===== src/rtl/alu_pkg.sv =====
// Shared opcode encodings and response record for the ALU stream unit.
// Top-level WIDTH must equal ALU_W because the response struct is sized by it.
package alu_pkg;

    localparam int ALU_W = 4;

    typedef enum logic [1:0] {
        OP_ADD = 2'b00,
        OP_AND = 2'b01,
        OP_SUB = 2'b10,
        OP_OR  = 2'b11
    } op_t;

    typedef struct packed {
        logic [ALU_W-1:0] result;
        logic             carry;
        logic             zero;
    } rsp_t;

endpackage


===== src/rtl/alu_core.sv =====
// Purely combinational ALU: ADD/AND/SUB/OR with carry (borrow for SUB) and zero flag.
module alu_core
    import alu_pkg::*;
#(
    parameter int WIDTH = ALU_W
) (
    input  logic [WIDTH-1:0] a,
    input  logic [WIDTH-1:0] b,
    input  logic [1:0]       op,
    output logic [WIDTH-1:0] result,
    output logic             carry,
    output logic             zero
);

    logic [WIDTH:0] sum;
    logic [WIDTH:0] diff;

    // The extra top bit of the difference is the borrow, i.e. a < b.
    assign sum  = {1'b0, a} + {1'b0, b};
    assign diff = {1'b0, a} - {1'b0, b};

    always_comb begin
        result = '0;
        carry  = 1'b0;
        unique case (op_t'(op))
            OP_ADD: {carry, result} = sum;
            OP_SUB: {carry, result} = diff;
            OP_AND: result = a & b;
            OP_OR:  result = a | b;
            default: ;
        endcase
    end

    assign zero = (result == '0);

endmodule


===== src/rtl/alu_stream_unit.sv =====
// Valid/ready front end for alu_core: results are pushed into an in-order
// response FIFO whose head registers drive the rsp_* outputs directly.
module alu_stream_unit
    import alu_pkg::*;
#(
    parameter int WIDTH = ALU_W,
    parameter int DEPTH = 2
) (
    input  logic             clk,
    input  logic             rst_n,
    input  logic             req_valid,
    output logic             req_ready,
    input  logic [WIDTH-1:0] req_a,
    input  logic [WIDTH-1:0] req_b,
    input  logic [1:0]       req_op,
    output logic             rsp_valid,
    input  logic             rsp_ready,
    output logic [WIDTH-1:0] rsp_result,
    output logic             rsp_carry,
    output logic             rsp_zero,
    output logic [7:0]       op_count
);

    localparam int PTR_W = $clog2(DEPTH);
    localparam logic [PTR_W:0] FULL_CNT = (PTR_W + 1)'(DEPTH);

    rsp_t             mem [DEPTH];
    rsp_t             core_rsp;
    rsp_t             head;
    logic [PTR_W-1:0] wr_ptr;
    logic [PTR_W-1:0] rd_ptr;
    logic [PTR_W:0]   count;
    logic             push;
    logic             pop;

    alu_core #(.WIDTH(WIDTH)) u_core (
        .a      (req_a),
        .b      (req_b),
        .op     (req_op),
        .result (core_rsp.result),
        .carry  (core_rsp.carry),
        .zero   (core_rsp.zero)
    );

    // Ready depends only on occupancy, never on rsp_ready.
    assign req_ready = (count != FULL_CNT);
    assign rsp_valid = (count != '0);
    assign push      = req_valid && req_ready;
    assign pop       = rsp_valid && rsp_ready;

    // NOTE: the storage is reset because the head entry drives rsp_* and must read 0 out of reset.
    always_ff @(posedge clk or negedge rst_n) begin
        if (!rst_n) begin
            for (int i = 0; i < DEPTH; i++) begin
                mem[i] <= '0;
            end
            wr_ptr   <= '0;
            rd_ptr   <= '0;
            count    <= '0;
            op_count <= '0;
        end else begin
            // NOTE: non-blocking assignments so every register samples pre-edge values.
            if (push) begin
                mem[wr_ptr] <= core_rsp;
                wr_ptr      <= wr_ptr + 1'b1;
                op_count    <= op_count + 8'd1;
            end
            if (pop) begin
                rd_ptr <= rd_ptr + 1'b1;
            end
            case ({push, pop})
                2'b10:   count <= count + 1'b1;
                2'b01:   count <= count - 1'b1;
                default: count <= count;
            endcase
        end
    end

    assign head       = mem[rd_ptr];
    assign rsp_result = head.result;
    assign rsp_carry  = head.carry;
    assign rsp_zero   = head.zero;

endmodule


===== config.mk =====
export PLATFORM = sky130hd
export DESIGN_NAME = alu_stream_unit
export DESIGN_NICKNAME = d
export VERILOG_FILES = /design/src/rtl/alu_pkg.sv /design/src/rtl/alu_core.sv /design/src/rtl/alu_stream_unit.sv
export SDC_FILE = /design/constraint.sdc
export NUM_CORES = 1
export LEC_CHECK = 0
export ABC_CLOCK_PERIOD_IN_PS = 2200
export CORE_UTILIZATION = 51
export CTS_CLUSTER_SIZE = 24
export DETAILED_ROUTE_END_ITERATION = 10
export HOLD_SLACK_MARGIN = 0.05
export PLACE_DENSITY = 0.89
export SYNTH_ARGS = -nofsm -noshare
export SYNTH_HDL_FRONTEND = slang
export SYNTH_SLANG_ARGS = --single-unit

===== constraint.sdc =====
create_clock -name clk -period 2.2 [get_ports clk]
set_clock_uncertainty 0.1 [all_clocks]
set_input_delay 0.66 -clock clk [delete_from_list [all_inputs] [get_ports clk]]
set_output_delay 0.66 -clock clk [all_outputs]
set_load 0.01 [all_outputs]

==> results of run 1 <==
routing by layer:
layer	share of wire [%]	up-vias
li1	-	610
met1	36	670
met2	54	67
met3	4.4	24
met4	5.8	0
met5	0	-
Yosys cell counts (2+ instances only):
library cell	n
a21o_1	2
a21oi_1	6
and2_1	2
clkbuf_1	5
dfrtp_1	24
fa_1	2
ha_1	14
inv_1	11
inv_2	2
mux2_2	11
mux4_2	2
nand2_1	19
nand2b_1	2
nand3_1	3
nand4_1	2
nor2_1	4
nor2b_1	3
o21ai_0	4
o21ai_1	2
xnor2_1	11
xor2_1	3
cells by family (layout without fill, tap and decap cells):
logic type / count (synthesis) / after routing
AO/OA/AOI/OAI: 18 / 18
XOR/XNOR: 14 / 14
buffers and inverters: 18 / 79
multiplexers: 14 / 14
AND/OR/NAND/NOR: 42 / 42
flip-flops: 24 / 24
adder cells (fa/ha/maj): 16 / 16
final cells by class:
cell class / count / area share [%]
Clock buffer: 3 / 0.9906
Sequential cell: 24 / 26.58
Tap cell: 31 / 1.706
Clock inverter: 1 / 1.321
Multi-Input combinational cell: 104 / 42.82
Inverter: 13 / 2.807
Timing Repair Buffer: 62 / 23.78
layout by cell type, fill, tap and decap left out, types with 3 or more instances in the layout:
master           Yosys  layout
ha_4                 0       5
xnor2_1             11      10
dlymetal6s2s_1       0       6
mux2_4               0       3
clkdlybuf4s50_1      0      12
clkbuf_4             0       3
nand2_1             19      17
dfrtp_1             24      21
o21ai_0              4       4
buf_4                0      33
xor2_1               3       3
dfrtp_2              0       3
dlygate4sd2_1        0       4
clkbuf_2             0       3
a21oi_1              6       5
nor2_1               4       4
nand3_1              3       3
nor2b_1              3       3
inv_1               11       3
inv_2                2       8
mux2_2              11       8
ha_1                14       9
power groups by stage:
stage / Combinational [mW] / Sequential [mW] / Clock, mW
floorplan: 0.565 / 0.765 / 0
global placement: 0.971 / 0.783 / 0
detailed placement: 1.02 / 0.808 / 0
CTS: 1.10 / 0.790 / 0.327
global route: 1.30 / 0.809 / 0.351
finish: 1.22 / 0.781 / 0.330
registers in the layout (all words and copies together) (netlist names):
register	cells
mem	12
op_count	8
count	2
rd_ptr	1
wr_ptr	1
how the worst max path moves through the flow:
stage / endpoint / slack (ns) / cells past startpoint
floorplan: mem[6] / -0.39 / 8
global placement: mem[6] / -1.02 / 8
detailed placement: mem[6] / -1.13 / 8
CTS: mem[6] / -0.35 / 10
global route: mem[0] / -0.40 / 9
finish: mem[0] / -0.38 / 9
stage by stage:
step	TNS (ns)	worst slack (ns)
detailed placement	-8.591	-1.129
global placement	-7.595	-1.017
floorplan	-0.8464	-0.3913
CTS	-3.010	-0.3538
global route	-1.317	-0.4040
finish	-1.214	-0.3803
timing repair:
item,in CTS,in global routing
hold endpoints to repair,0,0
setup buffers,9,6
hold buffers,0,0
pin swaps,8,6
gates resized for setup,44,27
setup endpoints to repair,18,16
critical path: stages:
cell	delay [ns]
buf_12	0.12
inv_12	0.05
ha_4	0.13
inv_2	0.04
fa_2	0.42
xnor2_2	0.17
mux4_2	0.48
or3b_4	0.43
o31ai_4	0.21
==> flow_metrics.py, run 1 <==
metrics = {
    "floorplanning": {
        "row_count": 19,
        "die_area_mm2": 0.003178,
        "initial_core_util_pct": 54.21,
        "die_width_um": 56.37,
        "core_mm2": 0.002781,
        "chipHeight_um": 56.37,
        "ioPinCount": 30,
    },
    "setup_path": {
        "startpoint_type": "input port",
        "rrSetupSlack_ns": 0.45,
        "worstPathRequired_ns": 2.34,
        "cp-end-kind": "flop",
        "r2r-end": "count[1]",
        "startpoint": "req_a[0]",
        "r2r_start": "count[1]",
        "worstPathMaxFanout": 2,
        "rr_worst_depth": 7,
        "worst-setup-path-type": "input port to flop",
        "critical_path_arrival_ns": 2.72,
    },
    "synthesis": {
        "synth_xor_area_share_pct": 8.133,
        "avgSynthCellArea_um2": 10.33,
        "yosys-top-cells-area": "dfrtp_1, ha_1, mux2_2, xnor2_1, nand2_1",
        "yosysUniqueCellTypes": 33,
        "ys_seq_elements": 24,
        "synth_cells": 146,
        "synth_compound_area_share_pct": 7.552,
        "yosysWarnings": 0,
        "syn-cell-area_mm2": 0.001508,
        "netlist.area_leader.share_pct": 39.83,
        "ys_seq_area_share_pct": 39.83,
        "synth_simple_gate_area_share_pct": 13.86,
        "synth_top_family_by_area": "adder cells",
        "syn_nets": 176,
        "synth_edf_count": 0,
        "yosysTopAreaCell": "dfrtp_1",
        "synthMuxAreaShare_pct": 11.87,
        "async_flop_share_pct": 100.0,
        "synth_fa_ha_area_share_pct": 14.27,
        "synth_top_flop_cell": "dfrtp_1",
    },
    "outcome": {
        "violations": "setup timing",
        "status": "finished, violations left",
    },
    "grt": {
        "grt_pass1_vias": 1419,
        "grt-ovfl-total": 0,
        "gr-usage-met2_pct": 48.47,
        "grt_max_degree": 25,
        "use_met3_pct": 3.917,
        "top_usage_layer": "met2",
        "grt_first_pass_wirelength_um": 6396,
        "grt_usage_pct": 26.70,
        "antenna_found_initial": 0,
        "use_met1_pct": 28.59,
    },
    "pwr": {
        "clockPowerShare_pct": 14.2,
        "powerDensity_mw_per_mm2": 1023,
        "power.internal_mw": 1.489,
        "switching_share_pct": 35.98,
        "irDropWorstVdd_mv": 0.8938,
        "p_sw_uw": 837.0,
        "comb_power_share_pct": 52.2,
        "p_seq_share_pct": 33.6,
        "total_power_mw": 2.327,
        "p_leak_nw": 1.128,
    },
    "routing": {
        "vias_per_cell": 5.761,
        "dr.pass1.iters": 4,
        "num_vias": 1371,
        "wirelength_um": 4256,
        "wl_per_cell_um": 17.88,
        "remaining_drc_errors": 0,
        "drt_iter0_drc": 31,
        "ant_nets": 0,
    },
    "timing": {
        "finalSetupViolCount": 6,
        "fin_ws_ns": -0.3803,
        "rsz0062_at_grt": "true",
        "drv_slew": 0,
        "worstMarginPinSlew_ns": 0.4582,
        "fin_crit_ns": 2.580,
        "fin_crit_sh_pct": 117.3,
        "fmax_mhz": 387.6,
        "holdWs_ns": 0.3834,
        "relSlewSlack_pct": 69.46,
        "hold_viol": 0,
    },
    "layout": {
        "n_fill_cell": 165,
        "fin_util_pct": 81.74,
        "regArea_um2": 604.3,
        "n_antenna_cell": 0,
        "drive_gt1_share_pct": 42.51,
        "fin_nets": 238,
        "final_area_mm2": 0.002273,
        "multi_input_area_um2": 973.4,
        "fin_cells": 238,
        "syn_to_final_growth_pct": 50.79,
    },
    "place": {
        "portBuffers": 29,
        "placed_area_mm2": 0.002011,
        "dp_cells": 221,
        "dp.final_hpwl_um": 2686,
        "gp_congestion": 0.8212,
    },
    "min_path": {
        "hold_depth": 1,
        "min_to": "op_count[7]",
        "worstHoldStart": "op_count[7]",
        "hp-class": "flop to flop",
    },
    "clock_tree": {
        "cts_made_buffers": 3,
        "clk-insertion-delay-late_ns": 0.34,
        "clock-root-buffer": "clkbuf_4",
        "cts.sinks": 24,
        "clk_pin_slew_worst_paths_ns": 0.15,
        "cts_htree_levels": 1,
        "cts_max_path_buffers": 2,
        "tritoncts": "yes",
    },
    "job": {
        "maxCapViolCount": 0,
    },
}
No activity file was read; power rests on OpenSTA's default activity.
==> run 2, diff against run 1 <==
CORE_ASPECT_RATIO = 1.1   (was default)
CORE_UTILIZATION = 45   (was 51)
PLACE_DENSITY = 0.81   (was 0.89)
==> flow_metrics.py, run 2 (synthesis gave the netlist of run 1 again) <==
metrics = {
    "layout": {
        "final_cell_mix": "buf_4, dfrtp_1, nand2_1, clkdlybuf4s50_1",
        "fin_nets": 241,
        "n_antenna_cell": 0,
        "fin_util_pct": 71.51,
        "top_regs": "mem x12, op_count x8, count x2",
        "registers.top_by_ff_count": "mem",
        "final_common_cell": "buf_4",
        "largest_reg_flops": 12,
        "drive_gt1_share_pct": 41.43,
        "syn_to_final_growth_pct": 48.30,
    },
    "setup_path": {
        "crit_chain": "buf_12, inv_12, ha_4, inv_2, fa_2, xnor2_2, mux4_2, or3b_4, o31ai_2",
        "worstPathMaxFanout": 2,
        "max_stage_delay_ns": 0.46,
        "cp-end-kind": "flop",
        "rrSetupSlack_ns": 0.54,
        "path_buf_inv": 3,
        "crit_cells": 9,
        "startpoint_type": "input port",
        "critical_path_arrival_ns": 2.58,
        "cp_top_family": "adder cells",
        "worstPathRequired_ns": 2.32,
        "critPathSlowestCell": "mux4_2",
        "worst-setup-path-type": "input port to flop",
        "rr_worst_depth": 5,
    },
    "routing": {
        "ant_nets": 0,
        "vias_per_cell": 5.164,
        "drt_iter0_drc": 48,
        "wirelength_um": 3481,
        "num_vias": 1260,
        "remaining_drc_errors": 2,
        "wl_per_cell_um": 14.27,
        "dr.pass1.iters": 9,
    },
    "floorplanning": {
        "ioPinCount": 30,
        "chipHeight_um": 62.71,
        "core_mm2": 0.003127,
        "die_width_um": 57.19,
        "row_count": 21,
        "die_area_mm2": 0.003586,
        "initial_core_util_pct": 48.22,
    },
    "place": {
        "dp.final_hpwl_um": 2472,
        "portBuffers": 29,
        "gp_congestion": 0.7592,
    },
    "clock_tree": {
        "cts_made_buffers": 3,
        "cts_max_path_buffers": 2,
        "cts_htree_levels": 1,
        "clk_pin_slew_worst_paths_ns": 0.12,
        "hold_buffers": 0,
        "tritoncts": "yes",
        "cts.sinks": 24,
        "clk-insertion-delay-late_ns": 0.31,
        "clock-root-buffer": "clkbuf_4",
    },
    "pwr": {
        "irDropWorstVdd_mv": 0.3207,
        "p_leak_nw": 1.081,
        "powerDensity_mw_per_mm2": 993.3,
    },
    "timing": {
        "drv_slew": 0,
        "hold_viol": 0,
        "finalSetupViolCount": 6,
        "relSlewSlack_pct": 74.96,
        "fmax_mhz": 406.0,
        "fin_ws_ns": -0.2634,
        "tns_ns": -0.7358,
        "rsz0062_at_grt": "true",
        "fin_crit_ns": 2.463,
        "worstMarginPinSlew_ns": 0.3749,
        "fin_crit_sh_pct": 112.0,
    },
    "grt": {
        "grt_max_degree": 25,
        "grt_pass1_vias": 1344,
        "grt_first_pass_wirelength_um": 6065,
        "antenna_found_initial": 0,
        "grt_usage_pct": 21.97,
        "grt-ovfl-total": 0,
    },
    "min_path": {
        "hold_depth": 2,
        "hp-class": "flop to flop",
    },
    "job": {
        "maxCapViolCount": 0,
    },
    "outcome": {
        "violations": "DRC, setup timing",
        "status": "finished, violations left",
    },
}
[run 2: cell types whose count changed in the layout (fill, tap and decap cells not counted), sizes merged]
cell,change
dlymetal6s2s,-5
buf,+4
dlygate4sd2,+4
[run 2: cell type report]
class | instances | area (um^2)
flip-flops and latches | 24 | 603.1
inverters | 13 | 61.31
clock buffers | 3 | 22.52
repair buffers | 65 | 543.0
well taps | 34 | 42.54
multi-input cells | 104 | 933.4
clock inverters | 1 | 30.03
fillers | 225 | 890.9
[run 2: final timing paths]
| check | start | end |
|---|---|---|
| min reg2reg | mem[10] | mem[10] |
| max | req_a[0] | mem[6] |
| max in group asynchronous | rst_n | rd_ptr |
| min | mem[10] | mem[10] |
| max reg2reg | count[1] | count[1] |
| min in group asynchronous | rst_n | op_count[2] |
[run 2: repair_timing]
action / CTS / global route
gates cloned: 0 / 0
setup endpoints to repair: 17 / 12
gates resized for setup: 52 / 14
endpoints found under the hold margin: 0 / 0
buffers inserted: 10 / 4
pin swaps: 8 / 9
[run 2: worst min-delay path, stage by stage, from the launching register on]
cell	delay [ns]
dfrtp_1	0.36
nand2_1	0.05
nand2_1	0.05
[run 2: where the power goes]
part	total [mW]	internal [mW]	switching [mW]
clock network	0.311	0.184	0.127
registers	0.778	0.629	0.149
logic	1.13	0.651	0.481
total	2.22	1.46	0.757
[run 2: through the flow]
step	instance area, um^2	cells	power (mW)	hold WS (ns)	setup slack [ns]
after floorplan	1550	146	1.329	0.2644	-0.3913
after global placement	2044	228	1.783	0.3552	-1.013
after detailed placement	2044	228	1.830	0.3591	-1.074
after CTS	2205	242	2.212	0.3889	-0.3014
after global routing	2236	244	2.400	0.4255	-0.2787
final	2236	244	2.221	0.3848	-0.2634
[run 2: per-layer routing]
metal	track usage [%]	vias to the layer above	share of wire, %
met4	10.67	0	2.0
met1	24.17	609	38
met3	1.449	6	2.8
met5	0	-	0
li1	-	611	-
met2	41.62	34	57
